### config.mk
export PLATFORM = sky130hd
export DESIGN_NAME = mcdt_arbiter
export DESIGN_NICKNAME = d
export VERILOG_FILES = /design/src/rtl/mcdt_arbiter.sv
export SDC_FILE = /design/constraint.sdc
export NUM_CORES = 1
export LEC_CHECK = 0
export CAP_MARGIN = 30
export CORE_MARGIN = 10
export CORE_UTILIZATION = 38
export DETAILED_ROUTE_END_ITERATION = 8
export PLACE_DENSITY_LB_ADDON = 0.25
export SLEW_MARGIN = 25
export SYNTH_ARGS = -nofsm -noshare
export SYNTH_HDL_FRONTEND = slang
export SYNTH_SLANG_ARGS = --single-unit
### constraint.sdc
create_clock -name clk_i -period 4.6 [get_ports clk_i]
set_input_delay 0.46 -clock clk_i [delete_from_list [all_inputs] [get_ports clk_i]]
set_output_delay 0.46 -clock clk_i [all_outputs]
set_load 0.02 [all_outputs]
### src/rtl/mcdt_arbiter.sv
// mcdt_arbiter: arbitration and sequencing stage of the MCDT path.
// Grants one of three channel FIFOs at a time for a packet of up to PKT_LEN
// beats and merges the popped data into one output stream. The winner is the
// highest 2-bit priority among requesters; ties go round-robin, starting after
// the last served channel.
//
// Ports:
//   clk_i, rst_i                 clock, synchronous active-high reset
//   slvN_req_i                   channel N FIFO non-empty
//   slvN_data_i [DATA_W]         channel N head-of-FIFO data
//   slvN_prio_i [2]              channel N priority (3 = highest)
//   slvN_ack_o                   channel N pop strobe (combinational)
//   mcdt_data_o/val_o/id_o       merged output beat, one cycle after the ack
//   stat_clr_i                   clear per-channel beat counters
//   statN_cnt_o [CNT_W]          beats forwarded from channel N
//
// Optional feature: define MCDT_ARB_STATS_EN to build the saturating
// per-channel beat counters; otherwise the counters read as 0.
module mcdt_arbiter #(
    parameter int unsigned DATA_W  = 32,
    parameter int unsigned PKT_LEN = 4,
    parameter int unsigned CNT_W   = 16
) (
    input  logic              clk_i,
    input  logic              rst_i,
    input  logic              slv0_req_i,
    input  logic              slv1_req_i,
    input  logic              slv2_req_i,
    input  logic [DATA_W-1:0] slv0_data_i,
    input  logic [DATA_W-1:0] slv1_data_i,
    input  logic [DATA_W-1:0] slv2_data_i,
    input  logic [1:0]        slv0_prio_i,
    input  logic [1:0]        slv1_prio_i,
    input  logic [1:0]        slv2_prio_i,
    output logic              slv0_ack_o,
    output logic              slv1_ack_o,
    output logic              slv2_ack_o,
    output logic [DATA_W-1:0] mcdt_data_o,
    output logic              mcdt_val_o,
    output logic [1:0]        mcdt_id_o,
    input  logic              stat_clr_i,
    output logic [CNT_W-1:0]  stat0_cnt_o,
    output logic [CNT_W-1:0]  stat1_cnt_o,
    output logic [CNT_W-1:0]  stat2_cnt_o
);

    localparam logic [3:0] LAST_BEAT = 4'(PKT_LEN - 1);

    typedef enum logic {S_IDLE, S_XFER} state_t;

    state_t            r_state;
    state_t            w_state_nxt;
    logic [1:0]        r_grant;
    logic [1:0]        r_last;
    logic [3:0]        r_beat;
    logic [DATA_W-1:0] r_data;
    logic              r_val;
    logic [1:0]        r_id;

    logic [2:0]        w_req;
    logic [1:0]        w_prio [0:2];
    logic [2:0]        w_ack;
    logic [1:0]        w_win;
    logic [1:0]        w_best;
    logic              w_found;
    logic [1:0]        w_idx;
    logic [DATA_W-1:0] w_sel_data;

    assign w_req     = {slv2_req_i, slv1_req_i, slv0_req_i};
    assign w_prio[0] = slv0_prio_i;
    assign w_prio[1] = slv1_prio_i;
    assign w_prio[2] = slv2_prio_i;

    // Channel visited at scan step k, starting just after the last served one.
    function automatic logic [1:0] rr_idx(input logic [1:0] last, input logic [1:0] k);
        logic [2:0] s;
        s = 3'(last) + 3'(k) + 3'd1;
        if (s >= 3'd3) s = s - 3'd3;
        return s[1:0];
    endfunction

    // Winner: strict '>' keeps the earliest channel in round-robin order on ties.
    always_comb begin
        w_win   = 2'd0;
        w_best  = 2'd0;
        w_found = 1'b0;
        w_idx   = 2'd0;
        for (int k = 0; k < 3; k++) begin
            w_idx = rr_idx(r_last, 2'(k));
            if (w_req[w_idx] && (!w_found || (w_prio[w_idx] > w_best))) begin
                w_found = 1'b1;
                w_best  = w_prio[w_idx];
                w_win   = w_idx;
            end
        end
    end

    // Next state and pop strobes; no pop while reset is asserted.
    always_comb begin
        w_state_nxt = r_state;
        w_ack       = 3'b000;
        case (r_state)
            S_IDLE: begin
                if (|w_req) w_state_nxt = S_XFER;
            end
            S_XFER: begin
                w_ack[r_grant] = w_req[r_grant] & ~rst_i;
                if (!w_req[r_grant] || (r_beat == LAST_BEAT)) w_state_nxt = S_IDLE;
            end
            default: w_state_nxt = S_IDLE;
        endcase
    end

    always_comb begin
        case (r_grant)
            2'd1:    w_sel_data = slv1_data_i;
            2'd2:    w_sel_data = slv2_data_i;
            default: w_sel_data = slv0_data_i;
        endcase
    end

    always_ff @(posedge clk_i) begin
        if (rst_i) r_state <= S_IDLE;
        else       r_state <= w_state_nxt;
    end

    // Grant bookkeeping and registered output beat.
    always_ff @(posedge clk_i) begin
        if (rst_i) begin
            r_grant <= 2'd0;
            r_last  <= 2'd2;
            r_beat  <= 4'd0;
            r_data  <= '0;
            r_val   <= 1'b0;
            r_id    <= 2'd0;
        end else begin
            r_val <= |w_ack;
            if (r_state == S_IDLE && (|w_req)) begin
                r_grant <= w_win;
                r_beat  <= 4'd0;
            end
            if (|w_ack) begin
                r_data <= w_sel_data;
                r_id   <= r_grant;
                r_beat <= r_beat + 4'd1;
            end
            if (r_state == S_XFER && w_state_nxt == S_IDLE) r_last <= r_grant;
        end
    end

    assign slv0_ack_o  = w_ack[0];
    assign slv1_ack_o  = w_ack[1];
    assign slv2_ack_o  = w_ack[2];
    assign mcdt_data_o = r_data;
    assign mcdt_val_o  = r_val;
    assign mcdt_id_o   = r_id;

`ifdef MCDT_ARB_STATS_EN
    logic [CNT_W-1:0] r_stat [0:2];

    // Saturating beat counters; clear wins over a same-cycle pop.
    always_ff @(posedge clk_i) begin
        for (int i = 0; i < 3; i++) begin
            if (rst_i || stat_clr_i)             r_stat[i] <= '0;
            else if (w_ack[i] && ~&r_stat[i])    r_stat[i] <= r_stat[i] + CNT_W'(1);
        end
    end

    assign stat0_cnt_o = r_stat[0];
    assign stat1_cnt_o = r_stat[1];
    assign stat2_cnt_o = r_stat[2];
`else
    logic w_unused_clr;
    assign w_unused_clr = stat_clr_i;
    assign stat0_cnt_o  = '0;
    assign stat1_cnt_o  = '0;
    assign stat2_cnt_o  = '0;
`endif

endmodule

======== Word-level counts from Yosys, hierarchy flattened ========
Index checks and enable logic that the tools add are counted.
storage, ports and cells
  bits in registers ....................... 44
  input bits .............................. 108
  output and inout bits ................... 86
  logic and storage cells ................. 89
cells by class
  add/subtract/negate cells ............... 8
  magnitude comparators ................... 13
  equal/unequal tests ..................... 3
  multiplexer cells ....................... 36
  bitwise logic cells ..................... 8
  reduce and logical (&&, ||, !) cells .... 14
operator list
  operator                                                            number
  case mux 32 bit (2 select lines)                                    1
  2-to-1 mux 2 bit                                                    14
  binary-select mux 2 bit (select 2 bit)                              3
  less-than comparator 2 x 3 -> 1 bit (second input constant)         4
  greater-or-equal comparator 3 x 2 -> 1 bit (second input constant)  3
  greater-or-equal comparator 3 bit (second input constant)           3
  2-to-1 mux 1 bit                                                    9
  NOT 2 -> 3 bit                                                      3
  binary-select mux 1 bit (select 2 bit)                              4
  2-to-1 mux 4 bit                                                    2
  adder 3 x 1 -> 3 bit (second input constant)                        2
  OR reduction 3 bit                                                  2
  subtractor 2 bit (second input constant)                            3
  logical AND 1 bit                                                   5
  adder 4 x 1 -> 4 bit (second input constant)                        1
  == test 4 x 2 -> 1 bit (second input constant)                      1
  > comparator 2 bit                                                  2
  adder 2 x 1 -> 3 bit (second input constant)                        1
  adder 2 x 2 -> 3 bit (second input constant)                        1
  AND 3 bit                                                           1
  logical NOT 1 bit                                                   3
  logical OR 1 bit                                                    3
  2-to-1 mux 3 bit                                                    1
  NOT 1 bit                                                           3
  7 further kinds                                                     7

======== Depth between registers and ports, before layout ========
Gate-level depths: netlist of run 1.
  word-level depth ........................ 16
  depth in mapped cells ................... 19
  gate-level depth less buffers ........... 17

======== Worst setup path before layout of run 1 ========
OpenSTA, ideal clock, no wires.
  kind .................................... register to register
  from .................................... register r_last[0]
  to ...................................... register r_grant[1]
  setup time .............................. 92 ps
  arrival ................................. 3,895 ps
  data required time ...................... 4,508 ps
  path slack .............................. 612 ps
  cell stages (with the launch flop) ...... 20
  buffers on the path ..................... 3
  period minus slack after synthesis ...... 3,988 ps
  path through ............................ dfxtp_1 > clkbuf_1 > inv_1 > ha_1 > clkbuf_1 > clkbuf_1 > a22o_1 > nand2_1 > ha_1 > nor2b_1 > o21ai_0 > a21oi_1 > nand2_1 > o21a_1 > ha_1 > nor2b_1 > o21ai_0 > o311ai_0 > a21o_1 > o32ai_1
between the ends
  longest elaborated chain between the ends .. 16
  elaborated cells on any way between the ends .. 46
  those cells by class .................... add/sub: 7; order compare: 5; mux: 25; bitwise: 3; reduce/logical: 6
ends and longest elaborated chain
  what                                                                                                   RTL line  RTL
  start, declared                                                                                        54        logic [1:0] r_last;
  start signal, assigned                                                                                 147       if (r_state == S_XFER && w_state_nxt == S_IDLE) r_last <= r_grant;
  adder 2 x 1 -> 3 bit                                                                                   77        s = 3'(last) + 3'(k) + 3'd1;
  adder 3 x 1 -> 3 bit (tied with other cells)                                                           77
  greater-or-equal comparator 3 x 2 -> 1 bit (tied with other cells)                                     78        if (s >= 3'd3) s = s - 3'd3;
  2-to-1 mux 2 bit / NOT 2 -> 3 bit (equally long branches)                                              78, 92
  NOT 2 -> 3 bit (not written as such) / binary-select mux 2 bit (select 2 bit) (equally long branches)  90, 92
  binary-select mux 2 bit (select 2 bit) / 2-to-1 mux 2 bit (equally long branches)                      90, 92
  2-to-1 mux 2 bit (on tied branches) (2 in a row)                                                       90, 92
  > comparator 2 bit                                                                                     90        if (w_req[w_idx] && (!w_found || (w_prio[w_idx] > w_best))) begin
  logical OR 1 bit                                                                                       90
  logical AND 1 bit                                                                                      90
  2-to-1 mux 2 bit / 2-to-1 mux 1 bit (equally long branches)                                            90
  > comparator 2 bit / logical NOT 1 bit (equally long branches)                                         90
  logical OR 1 bit                                                                                       90
  logical AND 1 bit                                                                                      90
  2-to-1 mux 2 bit (*)                                                                                   90
  end signal, assigned                                                                                   139       r_grant <= w_win;
  end, declared                                                                                          53        logic [1:0] r_grant;
Mark *: on every way between the ends. The rest lies on a longest branch, timed or not. The select of a mux whose other input is x is not followed.
A chain may end at the register's enable or synchronous reset.

======== Worst setup path in the final report of run 1 ========
Same ends and word-level chain as after synthesis.

==> flow_metrics.env, run 1 <==
export IMPL_routed_top_layer="met4"
export IMPL_worstMarginPinSlew_ps=596
export IMPL_dieHeight_um=111
export IMPL_post_route_cells_drive_above_1_share_pct=6.62
export IMPL_fin_tns_setup_ps=0
export IMPL_wl_per_cell_um=16.9
export IMPL_portBuffers=144
export IMPL_antenna_left=0
export IMPL_finalCritPeriodShare_pct=88.8
export IMPL_start_util_pct=39.7
export IMPL_syn_area_per_cell_um2=7.70
export IMPL_clock_path_buffers=2
export IMPL_finalHoldViolations=0
export IMPL_required_ps=4800
export IMPL_critPathCaptureType="flip-flop"
export IMPL_p_leak_uw=0.00169
export IMPL_nets=648
export IMPL_reg2reg_depth=17
export IMPL_fin_worst_skew_ps=8.24
export IMPL_core_area_um2=7850
export IMPL_antenna_found_initial=0
export IMPL_viasPerCell=5.08
export IMPL_ys_seq_elements=44
export IMPL_fmaxAchievable_mhz=245
export IMPL_synthesis_area_um2=3120
export IMPL_drt_wl_total_mm=10.7
export IMPL_arrival_ps=4280
export IMPL_place_congestion=0.843
export IMPL_grt_max_degree=65
export IMPL_drt_pass1_iterations=4
export IMPL_p_per_area_nw_per_um2=307
export IMPL_route_met2_wl_mm=5.34
export IMPL_final_area_um2=4540
export IMPL_finalSetupViolations=0
export IMPL_post_cts_setup_buffers=0
export IMPL_grt_pass1_wl_mm=16.6
export IMPL_slew_limit_headroom_pct=60.2
export IMPL_finalCriticalPeriod_ps=4090
export IMPL_die_area_um2=12200
export IMPL_grtUsageTotal_pct=16.1
export IMPL_yosysTopAreaCellShare_pct=28.3
export IMPL_yosysSeqAreaShare_pct=28.3
export IMPL_wl_met3_um=715
export IMPL_final_cell_mix="144 x clkdlybuf4s50_1, 62 x nand2_1, 48 x conb_1, 44 x dfxtp_1, 36 x a22oi_1"
export IMPL_cts_sinks=44
export IMPL_clk_latency_ps=290
export IMPL_startpoint_type="flip-flop"
export IMPL_place_area_um2=4410
export IMPL_ios=194
export IMPL_ir_drop_mv=0.147
export IMPL_diodes=0
export IMPL_synth_top_area_cell="dfxtp_1"
export IMPL_vias=3203
export IMPL_clkTransAtPathRegs_ps=80
export IMPL_hp_class="reg -> reg"
export IMPL_num_fill_cells=718
export IMPL_cp_max_fo=9
export IMPL_fin_util_pct=57.8
export IMPL_cts_buffers_inserted=5
export IMPL_wirelength_met1_mm=4.56
export IMPL_worstSetupPathType="reg -> reg"
export IMPL_rsz0062_at_grt="false"
export IMPL_dr_first_iter_drc_count=214
export IMPL_rows=32
export IMPL_syn2layout_area_growth_pct=45.5
export IMPL_outcome="finished clean"
export IMPL_yosys_warnings=0
export IMPL_grt_overflow_total=0
export IMPL_holdPathStages=2
export IMPL_cts_tree="done"
export IMPL_place_inst=623
export IMPL_ys_top_cells_by_area="dfxtp_1 28%, buf_4 12%, a22oi_1 8.7%, nand2_1 7.5%, o211ai_1 5.1%"
export IMPL_postSynthCellCount=405
export IMPL_synth_distinct_cells=47
export IMPL_route_detailed_drc=0
export IMPL_slew_violations=0
export IMPL_cap_violations=0
export IMPL_final_common_cell="clkdlybuf4s50_1"
export IMPL_cts_htree_levels=2
export IMPL_final_cells=631
export IMPL_root_buffer="clkbuf_8"
export IMPL_dp_hpwl_mm=8.45
export IMPL_holdBufCountCts=0
export IMPL_cts_resized=0
export IMPL_fp_dieW_um=111
export IMPL_first_global_vias=3006
==> logic make-up (layout without fill, tap and decap cells) <==
family,after synthesis,in the layout,share of synthesized area [%]
muxes,12,12,4.25
AOI/OAI and AO/OA,136,136,29.6
and+or+nand+nor,110,110,15.8
other,1,48,0.120
adders and majority gates,12,12,4.82
buffers and inverters,90,167,17.1
DFF,44,44,28.3
==> report_power, final <==
part | switching, uW | internal [uW] | total (uW)
combinational | 374 | 288 | 662
sequential | 25.9 | 418 | 444
clock | 126 | 161 | 287
==> worst paths after layout <==
path	slack (ps)	startpoint	end
setup / recovery	510	r_last[0]$_SDFFE_PP0P_	r_grant[1]$_SDFFE_PP0P_
hold / removal	460	mcdt_data_o[27]$_SDFFE_PP0P_	mcdt_data_o[27]$_SDFFE_PP0P_
setup reg to reg	510	r_last[0]$_SDFFE_PP0P_	r_grant[1]$_SDFFE_PP0P_
hold reg to reg	460	mcdt_data_o[27]$_SDFFE_PP0P_	mcdt_data_o[27]$_SDFFE_PP0P_
==> Yosys cell counts (all sizes together) <==
master / number
o22ai: 2
a211oi: 6
dfxtp: 44
or2: 1
a21bo: 1
a31o: 5
o41ai: 1
conb: 1
mux2i: 5
a21oi: 31
o221ai: 1
o211ai: 21
buf: 57
and3: 1
nand2b: 2
nand3: 13
mux2: 7
nor2: 13
clkbuf: 24
a21boi: 1
nor3b: 1
or3: 2
nand2: 63
o311ai: 1
nand4bb: 1
and2: 4
o21ai: 20
a31oi: 2
nand3b: 1
o21a: 2
nor2b: 4
ha: 12
nor3: 3
a22oi: 36
a21o: 3
o32ai: 1
clkinv: 1
or3b: 1
inv: 8
a22o: 2
==> through the flow <==
stage | power, uW | hold slack [ps] | worst slack, ps
floorplan | 895 | 459 | 612
global placement | 1090 | 441 | 494
detailed placement | 1110 | 446 | 361
CTS | 1400 | 457 | 336
global route | 1490 | 475 | 91.9
finish | 1390 | 455 | 514
==> layout make-up <==
type | instances | area, um2 | area share [%]
clock inverters | 2 | 35.0 | 0.772
clock buffers | 6 | 72.6 | 1.60
repair buffers | 150 | 1490 | 32.8
flip-flops and latches | 44 | 881 | 19.4
well taps | 102 | 128 | 2.81
inverters | 9 | 35.0 | 0.772
multi-input cells | 318 | 1900 | 41.9
==> flip-flops by register name, indices dropped and copies added (netlist names) <==
name	flops
r_grant	2
mcdt_val_o	1
mcdt_id_o	2
mcdt_data_o	32
r_beat	4
r_state	1
r_last	2
==> critical path, cell delays in order (launching register included) <==
cell,delay [ps]
dfxtp_1,510
inv_1,170
ha_1,350
nor3b_2,280
a21o_1,170
a21boi_0,270
ha_1,280
nand2_1,60
o21ai_0,150
a21oi_2,310
nand2_1,90
o21a_1,110
ha_1,280
nor2b_1,130
o21ai_0,230
o311ai_0,180
a21o_1,200
o32ai_1,250
==> layer usage <==
layer	vias to the layer above	track usage (%)
met1	1486	19.1
li1	1590	-
met5	-	0
met2	122	27.8
met3	5	4.97
met4	0	3.11
Power figures use the tool's default switching activity.
==> inputs of run 2 (changes only) <==
--- a/config.mk
+++ b/config.mk
@@ -9,6 +9,7 @@
 export CORE_MARGIN = 10
 export CORE_UTILIZATION = 38
 export DETAILED_ROUTE_END_ITERATION = 8
+export HOLD_SLACK_MARGIN = 0.1
 export PLACE_DENSITY_LB_ADDON = 0.25
 export SLEW_MARGIN = 25
 export SYNTH_ARGS = -nofsm -noshare
==> results of run 2 <==
The final DEF is identical to that of run 1; final timing and power are the same.
==> inputs of run 3 (changes only) <==
--- a/config.mk
+++ b/config.mk
@@ -7,7 +7,8 @@
 export LEC_CHECK = 0
 export CAP_MARGIN = 30
 export CORE_MARGIN = 10
-export CORE_UTILIZATION = 38
+export CORE_UTILIZATION = 30
+export CTS_CLUSTER_SIZE = 12
 export DETAILED_ROUTE_END_ITERATION = 8
 export HOLD_SLACK_MARGIN = 0.1
 export PLACE_DENSITY_LB_ADDON = 0.25
==> run 3 against run 2 <==
Compared with the run above: cell area is 1.5% higher; clock-buffer cell count stayed put; setup slack worse by 27 ps; final cell count is 5.5% higher; first-iteration DRC count is 24% lower; register-to-register slack worse by 30 ps; highest routed layer unchanged; clock power is 11% higher.
==> flow_metrics.env, run 3 (synthesized netlist as in run 1, its figures left out) <==
export IMPL_die_area_um2=14900
export IMPL_grt_max_degree=39
export IMPL_crit_path_max_incr_delay_ps=430
export IMPL_rows=37
export IMPL_clk_latency_ps=300
export IMPL_nets=649
export IMPL_antenna_found_initial=0
export IMPL_outcome="finished clean"
export IMPL_clock_path_buffers=2
export IMPL_holdBufCountCts=0
export IMPL_diodes=0
export IMPL_viasPerCell=4.69
export IMPL_vias=3125
export IMPL_finalHoldViolations=0
export IMPL_wirelength_met1_mm=4.32
export IMPL_fp_dieW_um=122
export IMPL_antenna_left=0
export IMPL_dp_hpwl_mm=8.31
export IMPL_route_met2_wl_mm=5.41
export IMPL_start_util_pct=30.5
export IMPL_reg2reg_depth=17
export IMPL_cts_sinks=44
export IMPL_core_area_um2=10200
export IMPL_syn2layout_area_growth_pct=47.7
export IMPL_rsz0062_at_grt="false"
export IMPL_wl_per_cell_um=16.1
export IMPL_required_ps=4800
export IMPL_final_area_um2=4610
export IMPL_drt_wl_total_mm=10.7
export IMPL_portBuffers=144
export IMPL_slew_violations=0
export IMPL_p_leak_uw=0.00170
export IMPL_worstMarginPinSlew_ps=500
export IMPL_crit_top_cell="ha_1"
export IMPL_startpoint_type="flip-flop"
export IMPL_finalSetupViolations=0
export IMPL_cp_max_fo=9
export IMPL_pre_cts_ws_ps=240
export IMPL_clkTransAtPathRegs_ps=90
export IMPL_finalCritPeriodShare_pct=89.4
export IMPL_post_route_cells_drive_above_1_share_pct=7.17
export IMPL_design_power_total_uw=1430
export IMPL_root_buffer="clkbuf_8"
export IMPL_dieHeight_um=122
export IMPL_ios=194
export IMPL_fin_tns_setup_ps=0
export IMPL_cts_htree_levels=2
export IMPL_fin_worst_skew_ps=11.1
export IMPL_routed_top_layer="met4"
export IMPL_arrival_ps=4310
export IMPL_wl_met3_um=913
export IMPL_finalWorstSetupSlack_ps=487
export IMPL_place_congestion=0.834
export IMPL_worstSetupPathType="reg -> reg"
export IMPL_critPathSlowestCell="dfxtp_2"
export IMPL_cts_tree="done"
export IMPL_dr_first_iter_drc_count=162
export IMPL_slew_limit_headroom_pct=66.7
export IMPL_grtUsageTotal_pct=13.2
export IMPL_p_per_area_nw_per_um2=310
export IMPL_cap_violations=0
export IMPL_cts_buffers_inserted=5
export IMPL_path_cells="inv_1 > ha_1 > nor3b_2 > a21o_1 > a21boi_0 > ha_1 > nand2_1 > o21ai_0 > a21oi_2 > nand2_1 > o21a_1 > ha_1 > nor2b_1 > o21ai_0 > o311ai_0 > a21o_1 > o32ai_1"
export IMPL_place_area_um2=4470
export IMPL_route_detailed_drc=0
export IMPL_largest_reg_flops=32
export IMPL_holdPathStages=2
export IMPL_fmaxAchievable_mhz=243
export IMPL_hp_class="reg -> reg"
export IMPL_ir_drop_mv=0.177
export IMPL_first_global_vias=3036
export IMPL_grt_pass1_wl_mm=16.1
export IMPL_grt_overflow_total=0
export IMPL_final_common_cell="clkdlybuf4s50_1"
export IMPL_finalCriticalPeriod_ps=4110
export IMPL_final_cell_mix="144 x clkdlybuf4s50_1, 62 x nand2_1, 48 x conb_1, 43 x dfxtp_1, 36 x a22oi_1"
export IMPL_drt_pass1_iterations=4
export IMPL_critPathCaptureType="flip-flop"
## run 3: what timing repair did
item / in CTS / in global routing
endpoints found under the setup margin: 0 / 2
endpoints found under the hold margin: 0 / 0
resized for setup: 0 / 3
buffers inserted: 0 / 0
## run 3: final timing paths
| check | start | to | slack, ps |
|---|---|---|---|
| setup / recovery | r_last[0]$_SDFFE_PP0P_ | r_grant[1]$_SDFFE_PP0P_ | 490 |
| hold / removal | mcdt_data_o[17]$_SDFFE_PP0P_ | mcdt_data_o[17]$_SDFFE_PP0P_ | 460 |
| setup reg to reg | r_last[0]$_SDFFE_PP0P_ | r_grant[1]$_SDFFE_PP0P_ | 490 |
| hold reg to reg | mcdt_data_o[17]$_SDFFE_PP0P_ | mcdt_data_o[17]$_SDFFE_PP0P_ | 460 |
## run 3: report_power, final
part           internal, uW  switching, uW  total [uW]
clock                   178            140         318
sequential              418           25.5         444
combinational           293            374         667
total                   889            539        1430
## run 3: routing by layer
layer	vias to the layer above	global-route usage, %
met5	-	0
met4	0	2.76
met3	4	3.75
met2	108	23.5
met1	1417	15.2
li1	1596	-
## run 3: worst max-delay path, delay by kind of cell, from the launching register on
kind	cells	cell delay, ps
AND/OR/NAND/NOR	4	540
buffers and inverters	1	130
AO/OA/AOI/OAI	9	1980
flip-flops	1	430
adder cells (fa/ha/maj)	3	910
## run 3: stage by stage
stage               cells  hold slack [ps]  utilization [%]
finish                666              458             45.0
global route          666              478             45.0
CTS                   666              459             44.9
detailed placement    658              446             43.7
global placement      657              441             43.5
floorplan             452              459                -
## run 3: cell type report
| class | instances | area (um2) |
|---|---|---|
| well taps | 136 | 170 |
| multi-input cells | 318 | 1890 |
| inverters | 9 | 35.0 |
| clock buffers | 6 | 82.6 |
| clock inverters | 2 | 38.8 |
| fillers | 1054 | 5630 |
| flip-flops and latches | 44 | 882 |
| repair buffers | 151 | 1510 |
